==> src/rtl/sr_shift_out.sv <==
// Serial shift-out engine for a 74HC595-style chain. The first bit appears on the load edge and the word finishes 2*CLK_DIV*DATA_W+1 cycles later.
// o_busy is high while shifting or while a deferred latch pulse runs; i_load is ignored while busy.
module sr_shift_out #(
  parameter int DATA_W    = 8,
  parameter int CLK_DIV   = 2,
  parameter int MSB_FIRST = 1
) (
  input  logic              i_clk,
  input  logic              i_rst,
  input  logic [DATA_W-1:0] i_data,
  input  logic              i_load,
  input  logic              i_latch,
  output logic              o_busy,
  output logic              o_sdata,
  output logic              o_sclk,
  output logic              o_rclk
);

  localparam int CNT_W = $clog2(DATA_W) + 1;
  localparam int DIV_W = $clog2(CLK_DIV) + 1;
  localparam logic [CNT_W-1:0] LAST_BIT = CNT_W'(DATA_W - 1);
  localparam logic [DIV_W-1:0] DIV_END  = DIV_W'(CLK_DIV - 1);

  typedef enum logic [2:0] {
    ST_IDLE,
    ST_LOW,
    ST_HIGH,
    ST_END,
    ST_LATCH
  } state_t;

  state_t            state;
  logic [DATA_W-1:0] shreg;
  logic [CNT_W-1:0]  bit_cnt;
  logic [DIV_W-1:0]  div;
  logic [DIV_W-1:0]  rclk_cnt;
  logic              latch_pend;
  logic              rclk_idle;

  // A new request merges into any pulse that is already running.
  logic latch_req;
  assign latch_req = i_latch && !rclk_idle;

  logic first_bit;
  logic next_bit;
  logic [DATA_W-1:0] shreg_nxt;
  assign first_bit = (MSB_FIRST != 0) ? i_data[DATA_W-1] : i_data[0];
  assign next_bit  = (MSB_FIRST != 0) ? shreg[DATA_W-2]  : shreg[1];
  assign shreg_nxt = (MSB_FIRST != 0) ? {shreg[DATA_W-2:0], 1'b0}
                                      : {1'b0, shreg[DATA_W-1:1]};

  always_ff @(posedge i_clk) begin
    if (i_rst) begin
      state      <= ST_IDLE;
      shreg      <= '0;
      bit_cnt    <= '0;
      div        <= '0;
      rclk_cnt   <= '0;
      latch_pend <= 1'b0;
      rclk_idle  <= 1'b0;
      o_busy     <= 1'b0;
      o_sdata    <= 1'b0;
      o_sclk     <= 1'b0;
      o_rclk     <= 1'b0;
    end else begin
      // Idle-issued rclk pulse runs on its own counter so a load may overlap it.
      if (rclk_idle) begin
        if (rclk_cnt == DIV_END) begin
          rclk_idle <= 1'b0;
          rclk_cnt  <= '0;
          o_rclk    <= 1'b0;
        end else begin
          rclk_cnt <= rclk_cnt + DIV_W'(1);
        end
      end

      case (state)
        ST_IDLE: begin
          o_sclk <= 1'b0;
          if (i_load) begin
            shreg   <= i_data;
            o_sdata <= first_bit;
            o_busy  <= 1'b1;
            bit_cnt <= '0;
            div     <= '0;
            state   <= ST_LOW;
            if (latch_req) latch_pend <= 1'b1;
          end else if (latch_req) begin
            o_rclk    <= 1'b1;
            rclk_idle <= 1'b1;
            rclk_cnt  <= '0;
          end
        end

        ST_LOW: begin
          if (latch_req) latch_pend <= 1'b1;
          if (div == DIV_END) begin
            o_sclk <= 1'b1;
            div    <= '0;
            state  <= ST_HIGH;
          end else begin
            div <= div + DIV_W'(1);
          end
        end

        ST_HIGH: begin
          if (latch_req) latch_pend <= 1'b1;
          if (div == DIV_END) begin
            o_sclk <= 1'b0;
            div    <= '0;
            if (bit_cnt == LAST_BIT) begin
              state <= ST_END;
            end else begin
              shreg   <= shreg_nxt;
              o_sdata <= next_bit;
              bit_cnt <= bit_cnt + CNT_W'(1);
              state   <= ST_LOW;
            end
          end else begin
            div <= div + DIV_W'(1);
          end
        end

        ST_END: begin
          if (latch_pend || latch_req) begin
            latch_pend <= 1'b1;
            o_rclk     <= 1'b1;
            div        <= '0;
            state      <= ST_LATCH;
          end else begin
            o_busy <= 1'b0;
            state  <= ST_IDLE;
          end
        end

        ST_LATCH: begin
          if (div == DIV_END) begin
            o_rclk     <= 1'b0;
            o_busy     <= 1'b0;
            latch_pend <= 1'b0;
            div        <= '0;
            state      <= ST_IDLE;
          end else begin
            div <= div + DIV_W'(1);
          end
        end

        default: state <= ST_IDLE;
      endcase
    end
  end

endmodule

==> config.mk <==
export PLATFORM = sky130hd
export DESIGN_NAME = sr_shift_out
export DESIGN_NICKNAME = d
export VERILOG_FILES = /design/src/rtl/sr_shift_out.sv
export SDC_FILE = /design/constraint.sdc
export NUM_CORES = 1
export LEC_CHECK = 0
export ABC_CLOCK_PERIOD_IN_PS = 3700
export BUFFER_PORTS_ARGS = -buffer_cell sky130_fd_sc_hd__buf_2
export CORE_UTILIZATION = 60
export CTS_CLUSTER_DIAMETER = 200
export DETAILED_ROUTE_END_ITERATION = 8
export GPL_TIMING_DRIVEN = 1
export PLACE_DENSITY = 0.82
export RECOVER_POWER = 25
export SYNTH_ARGS = -nofsm -noshare
export SYNTH_HDL_FRONTEND = slang
export SYNTH_SLANG_ARGS = --single-unit
==> constraint.sdc <==
create_clock -name i_clk -period 3.7 [get_ports i_clk]
set_input_delay 0.37 -clock i_clk [delete_from_list [all_inputs] [get_ports i_clk]]
set_output_delay 0.37 -clock i_clk [all_outputs]
set_load 0.05 [all_outputs]
=== Word-level counts from Yosys, hierarchy flattened ===
Index checks and enable logic that the tools add are counted.

* Input bits: 12
* Bits in registers: 24
* Memory bits (read-only): 0
* Logic and storage cells: 95
* Memory bits (writable): 0
* Memories kept: 0
* Output and inout port bits: 4
* Bits in latches: 0

* Add/subtract/negate cells: 3
* $mul: 0
* Multiplexer cells: 50
* Equality and inequality tests: 14
* Bitwise operators: 0
* Reduce and logical (&&, ||, !) cells: 17
* Shift operators: 0
* Order comparisons: 0
* Div/mod/pow operators: 0

{| class="wikitable"
|+ Operators by type and width
! operator !! number
|-
| 2-to-1 mux 1 bit || 21
|-
| 2-to-1 mux 7 bit || 3
|-
| 2-to-1 mux 2 bit || 9
|-
| AND reduction 4 bit || 4
|-
| 2-to-1 mux 3 bit || 5
|-
| one-hot mux 3 bit (5 select lines) || 1
|-
| inequality test 2 bit (second input constant) || 7
|-
| one-hot mux 7 bit (2 select lines) || 1
|-
| 2-to-1 mux 4 bit || 3
|-
| one-hot mux 1 bit (3 select lines) || 3
|-
| nonzero test 3 bit || 3
|-
| one-hot mux 4 bit (2 select lines) || 1
|-
| equality test 3 x 2 -> 1 bit (second input constant) || 2
|-
| one-hot mux 2 bit (3 select lines) || 1
|-
| AND reduction 3 bit || 2
|-
| adder 2 x 1 -> 2 bit (second input constant) || 2
|-
| adder 4 x 1 -> 4 bit (second input constant) || 1
|-
| equality test 2 x 1 -> 1 bit (second input constant) || 2
|-
| equality test 4 x 3 -> 1 bit (second input constant) || 1
|-
| one-hot mux 1 bit (4 select lines) || 1
|-
| nonzero test 4 bit || 1
|-
| equality test 3 x 1 -> 1 bit (second input constant) || 1
|-
| equality test 3 bit (second input constant) || 1
|-
| zero test 3 bit || 1
|-
| 7 further kinds || 7
|}

=== Depth between registers and ports, before layout ===
Gate-level depths: netlist of the first run.

* Depth in word-level cells: 6
* Gate-level depth with buffers: 6
* Gate-level depth less buffers: 5

=== Worst setup path after synthesis of the first run ===
Ideal clock, no wire load.

* Kind: reg-to-reg
* Start: register state[1]
* End: register o_sdata
* Clock period less this slack: 1,602 ps
* Cell stages (with the launch flop): 7
* Path buffers: 2
* Path slack: 2,098 ps
* Data required time: 3,621 ps
* Library setup time: 79 ps
* Data arrival time: 1,523 ps
* Path through: dfxtp_1 > or3b_1 > buf_6 > o31ai_4 > buf_6 > nor2_1 > a211oi_2

* Longest elaborated chain between the ends: 3
* Elaborated cells between the ends (all ways): 8
* Classes of those cells: eq/ne: 4; mux: 1; reduce/logical: 3

{| class="wikitable"
|+ Ends and longest elaborated chain
! item !! line !! source
|-
| start, declared || 32 || <nowiki>state_t state;</nowiki>
|-
| start signal, assigned || 54 || <nowiki>state <= ST_IDLE;</nowiki>
|-
| start signal, assigned || 86 || <nowiki>state <= ST_LOW;</nowiki>
|-
| start signal, assigned || 100 || <nowiki>state <= ST_HIGH;</nowiki>
|-
| equality test 3 x 2 -> 1 bit or zero test 3 bit (tied branches) || 77 || <nowiki>case (state)</nowiki>
|-
| inequality test 2 bit (no source line) or nonzero test 2 bit (tied branches) || - ||
|-
| AND reduction 4 bit (no source line) || - ||
|-
| end signal, assigned || 82 || <nowiki>o_sdata <= first_bit;</nowiki>
|-
| end signal, assigned || 115 || <nowiki>o_sdata <= next_bit;</nowiki>
|-
| end, declared || 14 || <nowiki>output logic o_sdata,</nowiki>
|}

Several ways; a longest one is shown, not always the timed one.
A chain may end at the register's enable or synchronous reset.

=== Final worst setup path of the first run ===
* Start: register state[1]
* End: register shreg[1]

* Longest elaborated chain between the ends: 3
* Elaborated cells between the ends (all ways): 8
* Classes of those cells: eq/ne: 4; mux: 1; reduce/logical: 3

{| class="wikitable"
|+ Ends and longest elaborated chain
! item !! line !! source
|-
| equality test 3 x 2 -> 1 bit or zero test 3 bit (tied branches) || 77 ||
|-
| inequality test 2 bit (no source line) or nonzero test 2 bit (tied branches) || - ||
|-
| AND reduction 4 bit (no source line) || - ||
|-
| end signal, assigned || 81 || <nowiki>shreg <= i_data;</nowiki>
|-
| end signal, assigned || 114 || <nowiki>shreg <= shreg_nxt;</nowiki>
|-
| end, declared || 33 || <nowiki>logic [DATA_W-1:0] shreg;</nowiki>
|}

Several ways; a longest one is shown, not always the timed one.

==> results of run 1 <==
==> sequential cells by signal, indices dropped and copies added, names as in the netlist <==
name / cells
o_busy: 1
rclk_idle: 1
latch_pend: 1
rclk_cnt: 2
o_rclk: 1
bit_cnt: 4
shreg: 7
state: 3
o_sclk: 1
div: 2
o_sdata: 1
==> power by group <==
group | switching [mW] | internal [mW] | total, mW
clock network | 0.0789 | 0.0382 | 0.117
logic | 0.0636 | 0.0391 | 0.103
registers | 0.0178 | 0.277 | 0.295
==> worst max-delay path by stage <==
stage | cells after the start | slack [ns] | to
2_1_floorplan | 6 | 2.10 | o_sdata
3_3_place_gp | 4 | 1.59 | shreg[1]
3_5_place_dp | 4 | 1.50 | shreg[1]
4_1_cts | 4 | 1.48 | shreg[1]
5_1_grt | 4 | 1.28 | shreg[1]
6_report | 4 | 1.49 | shreg[1]
==> critical path, delay by kind of cell, from the launching register on <==
family,cells,cell delay [ns]
flops,1,0.58
compound gates,2,0.81
simple gates,2,0.72
==> cell type report <==
cell class              count  share of cell area
flip-flops and latches     24              0.3703
inverters                   5             0.01446
well taps                  25             0.02411
multi-input cells         103              0.5198
clock buffers               3             0.01736
repair buffers             15             0.05400
==> cells in the mapped netlist, types with 2 or more instances <==
cell type,instances,share of area
a21oi_1,5,0.020
nor2b_1,2,0.010
o21ai_0,5,0.020
clkbuf_1,5,0.015
dfxtp_1,24,0.39
and3_1,2,0.010
nand2_1,8,0.025
a2111oi_0,4,0.029
a31oi_1,4,0.020
buf_6,2,0.018
nor3_1,5,0.020
nor2_1,19,0.058
a211oi_1,4,0.025
inv_1,5,0.015
xnor2_1,3,0.021
nand3_1,7,0.029
mux2i_1,8,0.065
xor2_1,2,0.014
nand2b_1,5,0.026
nor4_1,2,0.010
a211oi_2,3,0.031
==> metrics by stage <==
stage                     hold slack, ns  setup slack, ns  power, mW
after floorplan                   0.4093            2.098     0.3846
after global placement            0.4221            1.586     0.4005
after detailed placement          0.4336            1.503     0.4048
after CTS                         0.3960            1.480     0.5180
after global routing              0.4047            1.279     0.5401
final                             0.3960            1.493     0.5150
==> placed cells by master (no fill, tap or decap), types with 3 or more instances in the layout <==
cell type   n
dfxtp_1    24
nor2_1     19
buf_2      11
nand2_1     8
mux2i_1     8
nand3_1     7
nand2b_1    5
a21oi_1     5
nor3_1      5
inv_1       5
o21ai_0     5
a31oi_1     4
a211oi_1    4
a2111oi_0   4
clkbuf_1    4
xnor2_1     3
a211oi_2    3
clkbuf_4    3
==> cells by family after synthesis <==
logic type,count (synthesis),share of synthesized area
DFF,24,0.3926
muxes,9,0.07464
adders and majority gates,1,0.01022
AOI/OAI and AO/OA,29,0.1810
buffers and inverters,14,0.05623
xor gates and xnor gates,5,0.03579
and+or+nand+nor,59,0.2495
==> per-layer routing <==
layer	up-vias	GRT usage	wire, um
li1	526	-	-
met1	458	0.2681	1043
met2	25	0.3833	987
met3	5	0.03462	83
met4	0	0.1200	48
met5	-	0	0
==> flow_summary.yaml, run 1 <==
run_status:
  outcome: "finished clean"
hold_path:
  min_path_cells: 3
  hold_start: "i_data[1]"
  holdPathEnd: "shreg[1]"
  holdCritPathClass: "in -> reg"
timing:
  fin_skew_ns: 0.002997
  setup_violations: 0
  hold_violations: 0
  tns_ns: 0
  fmax_mhz: 453.2
  rsz0062_at_grt: "no"
  post-route-period-util: 0.5964
  finalCriticalPeriod_ns: 2.207
  tightestPinTransition_ns: 0.5930
  timing.slew.headroom: 0.6064
  slew_viol_final: 0
power_and_ir_drop:
  max-vdd-ir-drop_mv: 0.2485
  power.density_nw_per_um2: 396.9
  p_leak_nw: 0.5408
worst_setup_path:
  cp-end-kind: "flip-flop"
  cp_slowest_cell: "or3b_1"
  path_class: "reg -> reg"
  worst-path-max-fanout: 15
  r2r_cells: 4
  critical_path.cell_chain: "or3b_1 > o31ai_4 > nor2_1 > a211oi_1"
  cp.arrival_ns: 2.44
  startpoint: "state[1]"
  cpPeakStageDelay_ns: 0.64
  r2r_slack_ns: 1.49
  r2r_end: "shreg[1]"
  critPathLaunchType: "flip-flop"
  required_ns: 3.93
  r2r_start: "state[1]"
drt:
  wl_um: 2163
  drt_pre_antenna_iters: 4
  drtIter0Drc: 11
  route.vias.total: 1014
  routedWlPerCell_um: 12.36
  drc: 0
  ant_nets: 0
  vias_per_cell: 5.794
placed_design:
  hpwl_um: 1535
  io_buffers: 15
  dpl-instance-area_sq_um: 1280
  gp_congestion: 0.7752
  dpl.cell_count: 172
layout:
  drive_gt1_frac: 0.1333
  final_util: 0.7127
  area_growth_pct: 6.032
  final_cells: 175
  num-fill-cells: 151
  final_area_sq_um: 1297
  final_nets: 165
  regArea_sq_um: 480.5
  num_antenna_cells: 0
  multiInputGateArea_sq_um: 674.4
clocking:
  postCtsHoldBufs: 0
  cts_buffers: 3
  clock_latency_ns: 0.32
  cts_tree: "done"
  clkSlewWorstSetupHoldPaths_ns: 0.13
  cts_resized: 0
  clk_path_buf_depth: 2
  cts.root.buffer_cell: "clkbuf_4"
  clkSinkCount: 24
  cts_setup_buffers: 0
  htree_levels: 1
global_route:
  grt_use_total: 0.2239
  grt_start_max_net_pins: 23
  gr-total-overflow: 0
  grt_pass1_wl_um: 3415
  grt_antenna_before_repair: 0
  first_global_vias: 825
floorplanning:
  start_util: 0.6722
  die_y_um: 47.16
  coreArea_sq_um: 1821
  die-area_sq_um: 2224
  row_count: 15
  fp.dieW_um: 47.16
  io_pins: 16
synth:
  yosys_warnings: 0
  syn_nets: 154
  synth_cells: 141
  async_flop_share: 0
  yosysUniqueCellTypes: 38
  seq_area_frac_synth: 0.3926
  synth_seq_cells: 24
  syn_avg_cell_area_sq_um: 8.679
  synth-edff-count: 0
  syn_area_sq_um: 1224
  ys.flop_type: "dfxtp_1"
run:
  cap_violations: 0
Note: power is estimated with default switching activity, not from simulation.
==> inputs of run 2 (changes only) <==
--- a/config.mk
+++ b/config.mk
@@ -5,13 +5,13 @@
 export SDC_FILE = /design/constraint.sdc
 export NUM_CORES = 1
 export LEC_CHECK = 0
-export ABC_CLOCK_PERIOD_IN_PS = 3700
+export ABC_CLOCK_PERIOD_IN_PS = 1800
 export BUFFER_PORTS_ARGS = -buffer_cell sky130_fd_sc_hd__buf_2
-export CORE_UTILIZATION = 60
+export CORE_UTILIZATION = 50
 export CTS_CLUSTER_DIAMETER = 200
 export DETAILED_ROUTE_END_ITERATION = 8
 export GPL_TIMING_DRIVEN = 1
-export PLACE_DENSITY = 0.82
+export PLACE_DENSITY = 0.73
 export RECOVER_POWER = 25
 export SYNTH_ARGS = -nofsm -noshare
 export SYNTH_HDL_FRONTEND = slang
==> constraint.sdc (replaced) <==
create_clock -name i_clk -period 1.8 [get_ports i_clk]
set_input_delay 0.18 -clock i_clk [delete_from_list [all_inputs] [get_ports i_clk]]
set_output_delay 0.18 -clock i_clk [all_outputs]
set_load 0.05 [all_outputs]
==> run 2 against run 1 <==
Count of clock-buffer cells in the layout unchanged. Routed wire length up 12%. First-iteration DRC count rose to 2.8 times the previous value. Die area up 19%. Clock skew up 0.0067 ns. Cell count up 8.0%. Sequential share of layout area down 2.8 points. Design area up 8.1%. Sequential power up 100%.
==> flow_summary.yaml, run 2 (synthesis gave the netlist of run 1 again) <==
layout:
  regMostFlops: "shreg"
  final_cell_mix: "24 x dfxtp_1, 19 x nor2_1, 11 x buf_2"
  multiInputGateArea_sq_um: 674.4
  regArea_sq_um: 480.5
  largest_reg_flops: 7
  layout_commonest_cell: "dfxtp_1"
  num-fill-cells: 196
  largestRegisters: "shreg x7, bit_cnt x4, state x3"
  drive_gt1_frac: 0.1863
  area_growth_pct: 14.62
  final_nets: 175
  num_antenna_cells: 0
  final_area_sq_um: 1403
worst_setup_path:
  path_class: "reg -> reg"
  r2r_start: "state[2]"
  r2r_slack_ns: 0.1
  r2r_cells: 6
  cp.arrival_ns: 1.94
  cp_slowest_cell: "or4b_4"
  critPathLaunchType: "flip-flop"
  critical_path.cell_chain: "buf_4 > or4b_4 > o31ai_4 > buf_4 > nor2_1 > a211oi_1"
  r2r_end: "shreg[1]"
  cp-end-kind: "flip-flop"
  cpPeakStageDelay_ns: 0.59
  required_ns: 2.03
  startpoint: "state[2]"
  worst-path-max-fanout: 9
  crit_path_frequent_cell: "buf_4"
  crit_path_end: "shreg[1]"
global_route:
  grt_antenna_before_repair: 0
  met3_usage: 0.05357
  grt_use_total: 0.2092
  grt-busiest-layer: "met2"
  first_global_vias: 995
  gr-total-overflow: 0
  grt_pass1_wl_um: 4140
  grt_use_met1: 0.2332
  grt_start_max_net_pins: 23
  met2_usage: 0.3874
power_and_ir_drop:
  swShare: 0.2707
  p_int_mw: 0.8959
  max-vdd-ir-drop_mv: 0.9167
  pwr-share-seq: 0.486
  total_power_mw: 1.228
  pwr-share-clk: 0.309
  p_comb_frac: 0.205
  p_switching_mw: 0.3325
  power.density_nw_per_um2: 875.8
  p_leak_nw: 0.6017
timing:
  timing.slew.headroom: 0.6077
  tns_ns: 0
  tightestPinTransition_ns: 0.5909
  layout_setup_ws_ns: 0.09582
  slew_viol_final: 0
  fmax_mhz: 586.8
  post-route-period-util: 0.9468
  hold_ws_ns: 0.1991
  rsz0062_at_grt: "no"
  hold_violations: 0
  fin_skew_ns: 0.009714
  finalCriticalPeriod_ns: 1.704
  setup_violations: 0
placed_design:
  gp_congestion: 0.7796
  dpl-instance-area_sq_um: 1336
  io_buffers: 15
  hpwl_um: 1770
  post-place-ws_ns: 0.01248
drt:
  route.vias.total: 1058
  ant_nets: 0
  drtIter0Drc: 31
  vias_per_cell: 5.598
  routedWlPerCell_um: 12.77
  drt_pre_antenna_iters: 4
  wl_um: 2414
  drc: 0
clocking:
  clkSlewWorstSetupHoldPaths_ns: 0.13
  cts_resized: 0
  htree_levels: 1
  cts_buffers: 3
  cts.root.buffer_cell: "clkbuf_4"
  cts_setup_buffers: 3
  clk_path_buf_depth: 2
  clock_latency_ns: 0.31
  cts_tree: "done"
  postCtsHoldBufs: 0
  clkSinkCount: 24
floorplanning:
  fp.dieW_um: 51.47
  start_util: 0.5427
  die-area_sq_um: 2649
  io_pins: 16
  row_count: 17
  coreArea_sq_um: 2255
  die_y_um: 51.47
hold_path:
  holdCritPathClass: "in -> reg"
run:
  cap_violations: 0
run_status:
  outcome: "finished clean"
run 2: changes by cell type in the layout (fill, tap and decap cells not counted), sizes merged:
| cell | change |
|---|---|
| bufinv | +1 |
| clkbuf | +1 |
| buf | +9 |
run 2: worst max-delay path, delay by kind of cell (launching register included):
family | cells | cell delay (ns)
AO/OA/AOI/OAI | 2 | 0.30
buffers and inverters | 2 | 0.35
flip-flops | 1 | 0.34
AND/OR/NAND/NOR | 2 | 0.64
run 2: layout make-up:
type / instances / area share
flip-flops and latches: 24 / 0.3426
clock inverters: 1 / 0.02141
well taps: 28 / 0.02498
clock buffers: 3 / 0.01606
repair buffers: 25 / 0.1008
multi-input cells: 103 / 0.4808
inverters: 5 / 0.01338
run 2: metrics by stage:
stage / util / instances
3_3_place_gp: 0.5927 / 182
4_1_cts: 0.6260 / 189
2_1_floorplan: - / 141
5_1_grt: 0.6221 / 189
3_5_place_dp: 0.5927 / 182
6_report: 0.6221 / 189
run 2: layer usage:
layer,vias up,share of wire,routed length (um)
li1,544,-,-
met4,0,0.014,34
met2,26,0.50,1207
met3,6,0.040,97
met1,482,0.45,1075
met5,-,0,0
run 2: power by group through the flow:
stage | registers, mW | logic (mW) | clock network (mW)
global placement | 0.605 | 0.236 | 0
global route | 0.601 | 0.279 | 0.415
floorplan | 0.631 | 0.160 | 0
CTS | 0.596 | 0.255 | 0.394
finish | 0.596 | 0.252 | 0.380
detailed placement | 0.607 | 0.243 | 0
run 2: worst min-delay path by stage:
stage | end | slack [ns] | depth (start not counted) | startpoint
after floorplan | rclk_cnt[1] | 0.41 | 2 | rclk_cnt[1]
after global placement | rclk_cnt[1] | 0.42 | 2 | rclk_cnt[1]
after detailed placement | rclk_cnt[1] | 0.44 | 2 | rclk_cnt[1]
after CTS | shreg[0] | 0.19 | 5 | i_data[0]
after global routing | shreg[2] | 0.19 | 3 | i_data[2]
final | shreg[0] | 0.20 | 5 | i_data[0]
